==> src/rtl/delay_loop_monitor.sv <==
// rtl/delay_loop_monitor.sv - launch/capture monitor measuring rise and fall delay of a delay cell
`timescale 1ns/1ps
module delay_loop_monitor #(
   parameter int CNT_W       = 8,
   parameter int TIMEOUT     = 200,
   parameter int SYNC_STAGES = 2
) (
   input  logic             CELCLK,
   input  logic             CELRSTN,
   input  logic             CELV,
   input  logic             CELG,
   input  logic             CELSUB,
   input  logic             start,
   input  logic [CNT_W-1:0] lo_lim,
   input  logic [CNT_W-1:0] hi_lim,
   input  logic             ret,
   output logic             launch,
   output logic             busy,
   output logic             done,
   output logic [CNT_W-1:0] rise_cnt,
   output logic [CNT_W-1:0] fall_cnt,
   output logic [1:0]       err,
   output logic             pass
);

   typedef enum logic [2:0] {
      S_IDLE,
      S_SETTLE,
      S_LAUNCH_R,
      S_WAIT_R,
      S_LAUNCH_F,
      S_WAIT_F,
      S_DONE
   } state_t;

   // Last counter value that can still advance; the next step would reach TIMEOUT-1.
   localparam logic [CNT_W-1:0] CNT_PRE  = CNT_W'(TIMEOUT - 2);
   localparam logic [CNT_W-1:0] CNT_LAST = CNT_W'(TIMEOUT - 1);

   localparam logic [1:0] ERR_OK     = 2'd0;
   localparam logic [1:0] ERR_SETTLE = 2'd1;
   localparam logic [1:0] ERR_RISE   = 2'd2;
   localparam logic [1:0] ERR_FALL   = 2'd3;

   state_t                 state_q, state_d;
   logic [CNT_W-1:0]       cnt_q, cnt_d;
   logic                   launch_q, launch_d;
   logic [CNT_W-1:0]       rise_q, rise_d;
   logic [CNT_W-1:0]       fall_q, fall_d;
   logic [1:0]             err_q, err_d;
   logic                   pass_q, pass_d;
   logic [CNT_W-1:0]       lo_q, lo_d;
   logic [CNT_W-1:0]       hi_q, hi_d;
   logic [SYNC_STAGES-1:0] sync_q;
   logic                   rs;
   logic                   win_ok;

   // Supply, ground and substrate pins carry no logic function.
   logic unused_pins;
   assign unused_pins = CELV ^ CELG ^ CELSUB;

   assign rs = sync_q[SYNC_STAGES-1];

   // Synchronise the asynchronous delay-cell return into the clock domain.
   always_ff @(posedge CELCLK or negedge CELRSTN) begin
      if (!CELRSTN) begin
         sync_q <= '0;
      end else begin
         sync_q <= {sync_q[SYNC_STAGES-2:0], ret};
      end
   end

   // Window check on the values being written as the measurement completes.
   assign win_ok = (err_d == ERR_OK) &&
                   (lo_q <= rise_d) && (rise_d <= hi_q) &&
                   (lo_q <= fall_d) && (fall_d <= hi_q);

   // Next-state and result logic for the launch/capture sequence.
   always_comb begin
      state_d  = state_q;
      cnt_d    = cnt_q;
      launch_d = launch_q;
      rise_d   = rise_q;
      fall_d   = fall_q;
      err_d    = err_q;
      pass_d   = pass_q;
      lo_d     = lo_q;
      hi_d     = hi_q;
      case (state_q)
         S_IDLE: begin
            if (start) begin
               lo_d    = lo_lim;
               hi_d    = hi_lim;
               cnt_d   = '0;
               rise_d  = '0;
               fall_d  = '0;
               err_d   = ERR_OK;
               pass_d  = 1'b0;
               state_d = S_SETTLE;
            end
         end
         S_SETTLE: begin
            launch_d = 1'b0;
            if (!rs) begin
               state_d = S_LAUNCH_R;
            end else if (cnt_q >= CNT_PRE) begin
               cnt_d   = CNT_LAST;
               err_d   = ERR_SETTLE;
               state_d = S_DONE;
            end else begin
               cnt_d = cnt_q + 1'b1;
            end
         end
         S_LAUNCH_R: begin
            launch_d = 1'b1;
            cnt_d    = '0;
            state_d  = S_WAIT_R;
         end
         S_WAIT_R: begin
            if (rs) begin
               rise_d  = cnt_q;
               state_d = S_LAUNCH_F;
            end else if (cnt_q >= CNT_PRE) begin
               cnt_d   = CNT_LAST;
               rise_d  = CNT_LAST;
               err_d   = ERR_RISE;
               state_d = S_DONE;
            end else begin
               cnt_d = cnt_q + 1'b1;
            end
         end
         S_LAUNCH_F: begin
            launch_d = 1'b0;
            cnt_d    = '0;
            state_d  = S_WAIT_F;
         end
         S_WAIT_F: begin
            if (!rs) begin
               fall_d  = cnt_q;
               state_d = S_DONE;
            end else if (cnt_q >= CNT_PRE) begin
               cnt_d   = CNT_LAST;
               fall_d  = CNT_LAST;
               err_d   = ERR_FALL;
               state_d = S_DONE;
            end else begin
               cnt_d = cnt_q + 1'b1;
            end
         end
         S_DONE: begin
            state_d = S_IDLE;
         end
         default: begin
            state_d = S_IDLE;
         end
      endcase
      // Entering DONE always parks the launch low and settles the verdict.
      if ((state_d == S_DONE) && (state_q != S_DONE)) begin
         launch_d = 1'b0;
         pass_d   = win_ok;
      end
   end

   // State, counter and result registers.
   always_ff @(posedge CELCLK or negedge CELRSTN) begin
      if (!CELRSTN) begin
         state_q  <= S_IDLE;
         cnt_q    <= '0;
         launch_q <= 1'b0;
         rise_q   <= '0;
         fall_q   <= '0;
         err_q    <= ERR_OK;
         pass_q   <= 1'b0;
         lo_q     <= '0;
         hi_q     <= '0;
      end else begin
         state_q  <= state_d;
         cnt_q    <= cnt_d;
         launch_q <= launch_d;
         rise_q   <= rise_d;
         fall_q   <= fall_d;
         err_q    <= err_d;
         pass_q   <= pass_d;
         lo_q     <= lo_d;
         hi_q     <= hi_d;
      end
   end

   assign launch   = launch_q;
   assign busy     = (state_q != S_IDLE) && (state_q != S_DONE);
   assign done     = (state_q == S_DONE);
   assign rise_cnt = rise_q;
   assign fall_cnt = fall_q;
   assign err      = err_q;
   assign pass     = pass_q;

endmodule

==> config.mk <==
export PLATFORM = sky130hd
export DESIGN_NAME = delay_loop_monitor
export DESIGN_NICKNAME = d
export VERILOG_FILES = /design/src/rtl/delay_loop_monitor.sv
export SDC_FILE = /design/constraint.sdc
export NUM_CORES = 1
export LEC_CHECK = 0
export BUFFER_PORTS_ARGS = -buffer_cell sky130_fd_sc_hd__buf_2
export CAP_MARGIN = 5
export CORE_UTILIZATION = 55
export CTS_CLUSTER_SIZE = 40
export DETAILED_ROUTE_END_ITERATION = 7
export GPL_ROUTABILITY_DRIVEN = 0
export PLACE_DENSITY = 0.77
export SLEW_MARGIN = 20
export SYNTH_ARGS = -nofsm -noshare
export SYNTH_HDL_FRONTEND = slang
export SYNTH_SLANG_ARGS = --single-unit
==> constraint.sdc <==
create_clock -name CELCLK -period 4.1 [get_ports CELCLK]
set_input_delay 1.025 -clock CELCLK [delete_from_list [all_inputs] [get_ports CELCLK]]
set_output_delay 1.025 -clock CELCLK [all_outputs]
set_load 0.01 [all_outputs]
==> results of run 1 <==
==> flip-flops by register name, summed over array words and instances, names as in the netlist <==
register / cells
state_q: 3
hi_q: 8
rise_cnt: 8
pass: 1
launch: 1
err: 2
fall_cnt: 8
lo_q: 8
sync_q: 2
cnt_q: 8
==> metal layers <==
layer | GRT usage | vias to the layer above | share of wire
met2 | 0.451 | 69 | 0.48
met1 | 0.365 | 1197 | 0.45
met5 | 0 | - | 0
met3 | 0.0463 | 14 | 0.041
li1 | - | 1254 | -
met4 | 0.0967 | 0 | 0.023
==> cell type report <==
class | count | share of cell area
repair buffers | 44 | 0.0685
flip-flops and latches | 49 | 0.365
inverters | 30 | 0.0335
clock buffers | 6 | 0.0216
multi-input cells | 237 | 0.481
well taps | 70 | 0.0261
clock inverters | 2 | 0.00447
==> cells in the mapped netlist, drive strengths merged, types with 2 or more instances <==
cell and number:
nor2 16, a22o 8, nand3 11, inv 30
o211ai 3, clkbuf 9, a21boi 2, or2 2
o311ai 2, a21o 4, a211oi 2, ha 32
nor2b 8, o221a 9, a22oi 2, a41oi 2
nand4 5, dfrtp 49, o21ai 35, xnor2 2
nand2 47, nor3 6, nand2b 2, buf 4
and3 4, a21oi 16
==> kinds of logic after synthesis <==
logic type | after synthesis
compound gates | 92
simple gates | 108
xor+xnor | 2
flops | 49
fa+ha+maj | 33
buf+inv | 43
mux | 2
==> worst min-delay path by stage <==
stage	from	to	slack [ns]	cells after the start
2_1_floorplan	sync_q[0]$_DFF_PN0_	sync_q[1]$_DFF_PN0_	0.33	0
3_3_place_gp	sync_q[0]$_DFF_PN0_	sync_q[1]$_DFF_PN0_	0.33	0
3_5_place_dp	sync_q[0]$_DFF_PN0_	sync_q[1]$_DFF_PN0_	0.34	0
4_1_cts	sync_q[0]$_DFF_PN0_	sync_q[1]$_DFF_PN0_	0.36	0
5_1_grt	sync_q[0]$_DFF_PN0_	sync_q[1]$_DFF_PN0_	0.36	0
6_report	sync_q[0]$_DFF_PN0_	sync_q[1]$_DFF_PN0_	0.36	0
==> critical path, stage by stage (launching register included) <==
cell,delay (ns)
dfrtp_1,0.46
inv_1,0.15
ha_1,0.17
o21ai_1,0.08
a21o_1,0.18
a21oi_1,0.35
nor2_1,0.17
a22oi_1,0.25
inv_1,0.12
ha_1,0.33
a21oi_1,0.17
nor2b_1,0.07
o21ai_0,0.14
nand2b_1,0.08
a221oi_1,0.43
a41oi_1,0.08
o31ai_1,0.24
==> metrics by stage <==
step / hold WS (ns) / power (W) / util / cells
floorplan: 0.331 / 0.00174 / - / 329
global placement: 0.332 / 0.00203 / 0.633 / 430
detailed placement: 0.337 / 0.00211 / 0.633 / 430
CTS: 0.359 / 0.00241 / 0.649 / 438
global route: 0.360 / 0.00264 / 0.650 / 438
finish: 0.359 / 0.00241 / 0.650 / 438
==> report_power, final <==
group	internal, W	leakage (nW)	switching (W)
combinational	0.000567	0.988	0.000724
clock	0.000121	0.0374	0.000170
sequential	0.000642	0.633	0.000184
==> summary.txt, run 1 <==
Commonest cells after routing, fill and taps aside: 49 x dfrtp_1, 47 x nand2_1, 40 x buf_2, 33 x o21ai_0, 32 x ha_1
Yosys top cell by area: dfrtp_1
Hold crit path type: flop to flop
Initial core utilization: 0.580
Multi-input logic area: 0.00162 mm^2
Worst R2R Path Depth: 16
Final Hold Vio Count: 0
Setup bufs post-CTS: 0
Final setup TNS: 0 ns
Clock Skew: 0.0102 ns
# DRC: 0
Clk_lat worst skew: 0.31 ns
# diodes: 0
Outcome: complete, no violations
P per Cell Area: 716 mW/mm^2
Compound-gate portion of the synthesized area: 0.211
CTS tree: done
Worst vdd ir: 381 uV
Post-synth EDFFs: 0
Sequential element share of the synthesized area: 0.409
Post-Syn Instances: 329
Wire per inst: 16.0 um
Pre-CTS setup slack: 0.565 ns
Simple-Gate Fraction of Synth Area: 0.176
Layout area overhead: 12.1%
Die W: 75.9 um
XOR/XNOR Fraction of Synth Area: 0.00584
RSZ-0062 raised after global routing: no
Placement row count: 26
Crit start category: flop
Worst-Margin Slew: 0.726 ns
Vias per cell: 5.79
Antenna violations before repair: 0
Fmax: 0.282 GHz
DR vias: 2534
Synth warnings: 0
Clock Tree Buf Depth: 2
Final setup violation count: 0
Total Die Area: 0.00575 mm^2
GR Util All Layers: 0.274
Syn nets: 384
Post-CTS sizing: 0
P_leak: 1.66 nW
DP Area: 0.00327 mm^2
Slew headroom: 0.510
Pre-Repair DR Iteration Count: 5
MaxCap Viol Count: 0
Hold-fix buffers, CTS: 0
Largest family of logic cells by synthesized area: compound AO/OA/AOI/OAI gates
Yosys cell types: 46
Detail Placement HPWL: 5270 um
Number of fill cells in the layout: 436
Post-synthesis mux area share: 0.00709
Post-route design area: 0.00336 mm^2
Synth area leaders: dfrtp_1 41%, ha_1 13%, nand2_1 5.9%
Share of cells above drive strength 1: 0.185
Largest net degree at the start of global routing: 50
R2R Path Start: cnt_q[0]$_DFFE_PN0P_
Port Buffers: 41
Setup crit end: pass$_DFFE_PN0P_
DRT antenna net count: 0
R2R setup slack: 0.55 ns
Total gr overflow: 0
Core Area: 0.00517 mm^2
Fin. max-slew vios: 0
Max FO, Critical Path: 6
Yosys reg bits: 49
Register Area: 0.00123 mm^2
CP Launch Point: cnt_q[0]$_DFFE_PN0P_
Starting DRC count in detailed routing: 191
Worst Path Arrival: 3.77 ns
Die Ht: 75.9 um
Clk sinks: 49
Critical path class: flop to flop
Vias in the first global route: 2376
Io pins: 45
Min Tclk post-route: 3.55 ns
Final wirelength: 7000 um
Crit end category: flop
FFs w/ async S/R, synth: 1.00
Adder-cell share of the synthesized area: 0.137
CTS H-tree lvls: 2
Clock transition at the registers of the reported paths: 0.10 ns
Netlist Area Pre-Place: 0.00300 mm^2
Root Driver: clkbuf_8
First-pass GRT wire length: 11600 um
WP data required: 4.32 ns
Net count reported at finish: 422
Top FF cell, synth: dfrtp_1
Crit share post-route: 0.866
Synth top area share: 0.409
Avg Inst Size Synth: 9.12 um^2
Commonest non-fill, non-tap cell in the layout: dfrtp_1
Worst R2R End: pass$_DFFE_PN0P_
CTS buffer count: 5
PnR worst setup slack: 0.549 ns
No activity file was read; power rests on OpenSTA's default activity.
==> run 2: changes to the inputs <==
Settings changed: CORE_UTILIZATION 55 to 52.
Clock period 4.1 ns to 3.23 ns, I/O delays scaled along.
==> run 2 against run 1 <==
Effect of this change:
- clock power is 25% higher
- via count is 3.0% higher
- sequential power is 20% higher
- combinational power is 39% higher
- worst setup slack worse by 0.39 ns
- critical path depth is 2 lower
- maximum frequency is 16% higher
- first-iteration DRC count is 15% lower
- count of clock-buffer cells in the layout is 1 higher
- critical path type unchanged
==> summary.txt, run 2 (same netlist as run 1, synthesis figures left out) <==
Final setup violation count: 0 (unchanged)
Crit start category: flop
Crit share post-route: 0.951 (+0.0849)
GR Util All Layers: 0.252 (-0.0219)
RSZ-0062 raised after global routing: no
Worst vdd ir: 581 uV (+52%)
Clk sinks: 49 (unchanged)
M1 WL: 3100 um (-2.1%)
Crit end category: flop
Detail Placement HPWL: 5350 um (+1.4%)
Min Tclk post-route: 3.07 ns (-0.479 ns)
Hold-fix buffers, CTS: 0 (unchanged)
Clock Skew: 0.00415 ns (-0.00609 ns)
First-pass GRT wire length: 11800 um (+2.0%)
CTS H-tree lvls: 2 (unchanged)
Max FO, Critical Path: 4 (-2)
P_leak: 1.76 nW (+5.9%)
Layout area overhead: 17.1%
Met3 layer wire length in the routed design: 312 um (+9.9%)
Core Area: 0.00554 mm^2 (+7.1%)
Commonest non-fill, non-tap cell in the layout: dfrtp_1
Clock transition at the registers of the reported paths: 0.08 ns (-0.02 ns)
Die Ht: 78.0 um (+2.8%)
WP data required: 3.43 ns (-0.89 ns)
Final setup TNS: 0 ns (unchanged)
Top Metal Used: met4
# diodes: 0 (unchanged)
Outcome: complete, no violations
Wire length on met2: 3510 um (+3.6%)
Fmax: 0.326 GHz (+16%)
Root Driver: clkbuf_8
Worst Path Arrival: 3.27 ns (-0.50 ns)
Pre-Repair DR Iteration Count: 4 (-1)
Total gr overflow: 0 (unchanged)
Final wirelength: 7080 um (+1.1%)
Hold crit path type: flop to flop
MaxCap Viol Count: 0 (unchanged)
Slew headroom: 0.541 (+0.0310)
Vias per cell: 5.71 (-1.3%)
Post-route design area: 0.00351 mm^2 (+4.5%)
Final Hold Vio Count: 0 (unchanged)
Fin. max-slew vios: 0 (unchanged)
Largest net degree at the start of global routing: 50 (unchanged)
Vias in the first global route: 2465 (+3.7%)
DP Area: 0.00340 mm^2 (+4.0%)
Antenna violations before repair: 0 (unchanged)
Total Die Area: 0.00608 mm^2 (+5.6%)
Commonest cells after routing, fill and taps aside: 49 x dfrtp_1, 47 x nand2_1, 40 x buf_2, 33 x o21ai_0, 32 x ha_1
Worst-Margin Slew: 0.680 ns (-0.0460 ns)
# DRC: 0 (unchanged)
Number of fill cells in the layout: 492 (+13%)
Port Buffers: 41 (unchanged)
Critical path class: flop to flop
Wire per inst: 15.5 um (-3.1%)
CTS tree: done
Die W: 78.0 um (+2.8%)
Initial core utilization: 0.542 (-0.0385)
Io pins: 45 (unchanged)
Starting DRC count in detailed routing: 162 (-15%)
DRT antenna net count: 0 (unchanged)
Share of cells above drive strength 1: 0.229 (+0.0438)
DR vias: 2609 (+3.0%)
Placement row count: 27 (+3.8%)
Clock Tree Buf Depth: 2 (unchanged)
CTS buffer count: 5 (unchanged)
Clk_lat worst skew: 0.30 ns (about the same)
P per Cell Area: 895 mW/mm^2 (+25%)
Net count reported at finish: 440 (+4.3%)
[run 2: cell count changes in the layout (fill, tap and decap cells not counted)]
cell	before	now
a21oi_1	16	15
a21oi_2	0	1
a221oi_1	1	0
a221oi_2	0	1
a22oi_1	2	1
a22oi_2	0	1
buf_4	4	22
clkbuf_8	5	6
clkinvlp_4	2	0
[run 2: worst max-delay path, stage by stage, from the launching register on]
cell      delay (ns)
dfrtp_1         0.39
inv_1           0.12
ha_1            0.16
o21ai_1         0.09
a21o_1          0.21
a21oi_1         0.21
buf_4           0.16
o221a_2         0.22
inv_1           0.06
ha_1            0.29
a21o_1          0.17
maj3_2          0.33
a211oi_2        0.24
nor3_1          0.08
o31ai_1         0.25
[run 2: final timing paths]
check                                     start               endpoint  slack, ns  cells after the start
max                        cnt_q[0]$_DFFE_PN0P_       pass$_DFFE_PN0P_       0.16                     14
min                         sync_q[0]$_DFF_PN0_    sync_q[1]$_DFF_PN0_       0.36                      0
min in group asynchronous               CELRSTN   state_q[1]$_DFF_PN0_       0.52                      1
max reg2reg                cnt_q[0]$_DFFE_PN0P_       pass$_DFFE_PN0P_       0.16                     14
max in group asynchronous               CELRSTN  rise_cnt[1]$_DFF_PN0_       2.31                      1
min reg2reg                 sync_q[0]$_DFF_PN0_    sync_q[1]$_DFF_PN0_       0.36                      0
[run 2: routing by layer]
layer	vias up	global-route usage
met5	-	0
met4	0	0.0852
met3	16	0.0447
met2	75	0.435
met1	1239	0.319
li1	1279	-
[run 2: cell type report]
class                      instances  area (um^2)  share of cell area
sequential                        49         1230               0.349
clock buffer                       7         86.3              0.0246
timing repair buffer              62          365               0.104
multi-input combinational        237         1630               0.465
inverter                          30          113              0.0321
tap                               72         90.1              0.0256
[run 2: power by group]
group / switching [W] / internal, W / total, W
clock network: 0.000192 / 0.000170 / 0.000362
logic: 0.000992 / 0.000797 / 0.00179
registers: 0.000177 / 0.000817 / 0.000993
[run 2: per-stage QoR]
stage	hold WS [ns]	setup WS, ns	instances	utilization	total power [W]
3_5_place_dp	0.345	0.101	449	0.614	0.00274
2_1_floorplan	0.331	0.225	329	-	0.00221
4_1_cts	0.365	0.120	456	0.630	0.00312
5_1_grt	0.371	0.00761	457	0.634	0.00343
3_3_place_gp	0.333	0.162	449	0.614	0.00266
6_report	0.360	0.158	457	0.634	0.00314
[run 2: repair_timing]
action | CTS | global route
endpoints found under the setup margin | 0 | 1
resized for setup | 0 | 3
buffers inserted | 0 | 1
==> run 3: changes to the inputs <==
Settings changed: REMOVE_ABC_BUFFERS set to 1.
==> run 3 against run 2 <==
Effect of this change:
- maximum frequency grew 2.5%
- clock power shrank 3%
- register-to-register slack gained 0.07 ns
- non-clock buffer count shrank 4
- routed wire length shrank 1.2%
- largest power group unchanged
- highest routed layer unchanged
==> summary.txt, run 3 (same netlist as run 1, synthesis figures left out) <==
Met3 layer wire length in the routed design: 333 um (+6.7%)
Vias in the first global route: 2541 (+3.1%)
Die Ht: 78.0 um (unchanged)
Slew headroom: 0.586 (+0.0454)
Antenna violations before repair: 0 (unchanged)
Beginning of the worst hold path: sync_q[0]$_DFF_PN0_
Pre-CTS setup slack: 0.0584 ns (-0.0425 ns)
CTS buffer count: 5 (unchanged)
Crit start category: flop
P per Cell Area: 888 mW/mm^2 (-0.81%)
Setup bufs post-CTS: 0 (unchanged)
CTS H-tree lvls: 2 (unchanged)
Final std cells w/o fill: 453 (-0.88%)
First-pass GRT wire length: 12100 um (+2.5%)
Final hold slack: 0.359 ns (-0.00110 ns)
Clock Tree Buf Depth: 2 (unchanged)
Hold-fix buffers, CTS: 0 (unchanged)
Fmax: 0.334 GHz (+2.5%)
Starting DRC count in detailed routing: 187 (+15%)
Post-CTS sizing: 0 (unchanged)
P_leak: 1.73 nW (-1.5%)
Io pins: 45 (unchanged)
DP Area: 0.00338 mm^2 (-0.66%)
Core Area: 0.00554 mm^2 (unchanged)
Total gr overflow: 0 (unchanged)
CTS tree: done
DRT antenna net count: 0 (unchanged)
Final setup violation count: 0 (unchanged)
Largest net degree at the start of global routing: 30 (-40%)
Die W: 78.0 um (unchanged)
Total Die Area: 0.00608 mm^2 (unchanged)
Initial core utilization: 0.542 (unchanged)
Register Area: 0.00123 mm^2 (unchanged)
Detail Placement HPWL: 5370 um (+0.37%)
Commonest cells after routing, fill and taps aside: 49 x dfrtp_1, 47 x nand2_1, 41 x buf_2, 33 x o21ai_0, 32 x ha_1
Port Buffers: 41 (unchanged)
PnR worst setup slack: 0.232 ns (+0.0737 ns)
Wire per inst: 15.5 um (-0.29%)
RSZ-0062 raised after global routing: no
DR vias: 2634 (+0.96%)
Vias per cell: 5.81 (+1.8%)
Pre-Repair DR Iteration Count: 4 (unchanged)
M1 WL: 3060 um (-1.4%)
# DRC: 0 (unchanged)
# diodes: 0 (unchanged)
Final Hold Vio Count: 0 (unchanged)
Final wirelength: 7000 um (-1.2%)
Crit share post-route: 0.928 (-0.0228)
Clk_lat worst skew: 0.30 ns (about the same)
Clk sinks: 49 (unchanged)
Root Driver: clkbuf_8
Number of fill cells in the layout: 489 (-0.61%)
MaxCap Viol Count: 0 (unchanged)
Clock Skew: 0.00654 ns (+0.00240 ns)
GR Util All Layers: 0.259 (+0.00635)
Critical path class: flop to flop
Layout area overhead: 15.8%
Crit end category: flop
Top Metal Used: met4
WP data required: 3.45 ns (+0.02 ns)
Placement row count: 27 (unchanged)
Clock transition at the registers of the reported paths: 0.09 ns (about the same)
Post-route design area: 0.00348 mm^2 (-1.1%)
R2R Path Start: cnt_q[0]$_DFFE_PN0P_
Min Tclk post-route: 3.00 ns (-0.0737 ns)
Worst vdd ir: 414 uV (-29%)
Max FO, Critical Path: 4 (unchanged)
Net count reported at finish: 436 (-0.91%)
Share of cells above drive strength 1: 0.223 (-0.00547)
Worst-Margin Slew: 0.611 ns (-0.0691 ns)
Outcome: complete, no violations
CP Launch Point: cnt_q[0]$_DFFE_PN0P_
# placed instances: 446 (-0.67%)
Wire length on met2: 3400 um (-3.0%)
Tot Pwr: 0.00309 W (-1.9%)
Worst Path Arrival: 3.22 ns (-0.05 ns)
Multi-input logic area: 0.00163 mm^2 (unchanged)
Hold crit path type: flop to flop
Commonest non-fill, non-tap cell in the layout: dfrtp_1
Fin. max-slew vios: 0 (unchanged)
-- run 3: cell types whose count changed in the layout (fill, tap and decap cells not counted) --
cell / before / now
buf_4: 22 / 17
a21oi_1: 15 / 14
a21oi_2: 1 / 2
a221oi_1: 0 / 1
a221oi_2: 1 / 0
buf_2: 40 / 41
clkbuf_8: 6 / 5
clkinv_4: 0 / 1
nor2_1: 16 / 15
nor2_2: 0 / 1
o311ai_0: 2 / 1
o311ai_1: 0 / 1
-- run 3: stage by stage --
step | setup TNS [ns] | utilization
finish | 0 | 0.627
global route | 0 | 0.627
CTS | 0 | 0.625
detailed placement | 0 | 0.610
global placement | 0 | 0.610
floorplan | -0.404 | -
-- run 3: worst max-delay path, stage by stage (launching register included) --
cell and delay (ns):
dfrtp_1 0.40, inv_1 0.11, ha_1 0.16, o21ai_1 0.09, a21o_1 0.23, a21oi_2 0.19, nor2_2 0.06, buf_4 0.14
a22o_1 0.23, ha_1 0.30, nor2b_1 0.13, o21ai_0 0.16, nand2b_1 0.09, a221oi_1 0.32, a41oi_1 0.09, o31ai_1 0.23
-- run 3: metal layers --
layer  vias to the layer above  track usage
li1                       1283            -
met1                      1262        0.342
met2                        75        0.424
met3                        14       0.0353
met4                         0        0.115
met5                         -            0
-- run 3: path summary, 6_finish.rpt --
check / endpoint / slack [ns] / cells past startpoint
max: pass$_DFFE_PN0P_ / 0.23 / 15
min reg2reg: sync_q[1]$_DFF_PN0_ / 0.36 / 0
max in group asynchronous: hi_q[4]$_DFFE_PN0P_ / 2.02 / 2
min: sync_q[1]$_DFF_PN0_ / 0.36 / 0
max reg2reg: pass$_DFFE_PN0P_ / 0.23 / 15
min in group asynchronous: lo_q[5]$_DFFE_PN0P_ / 0.46 / 1
-- run 3: report_power, final --
group | internal, W | switching (W)
registers | 0.000816 | 0.000185
logic | 0.000777 | 0.000955
clock network | 0.000150 | 0.000202
-- run 3: final cells by class --
cell class,instances,share of cell area
clock inverter,1,0.00252
sequential,49,0.353
tap,72,0.0259
timing repair buffer,58,0.0958
inverter,30,0.0324
clock buffer,6,0.0209
multi-input combinational,237,0.470
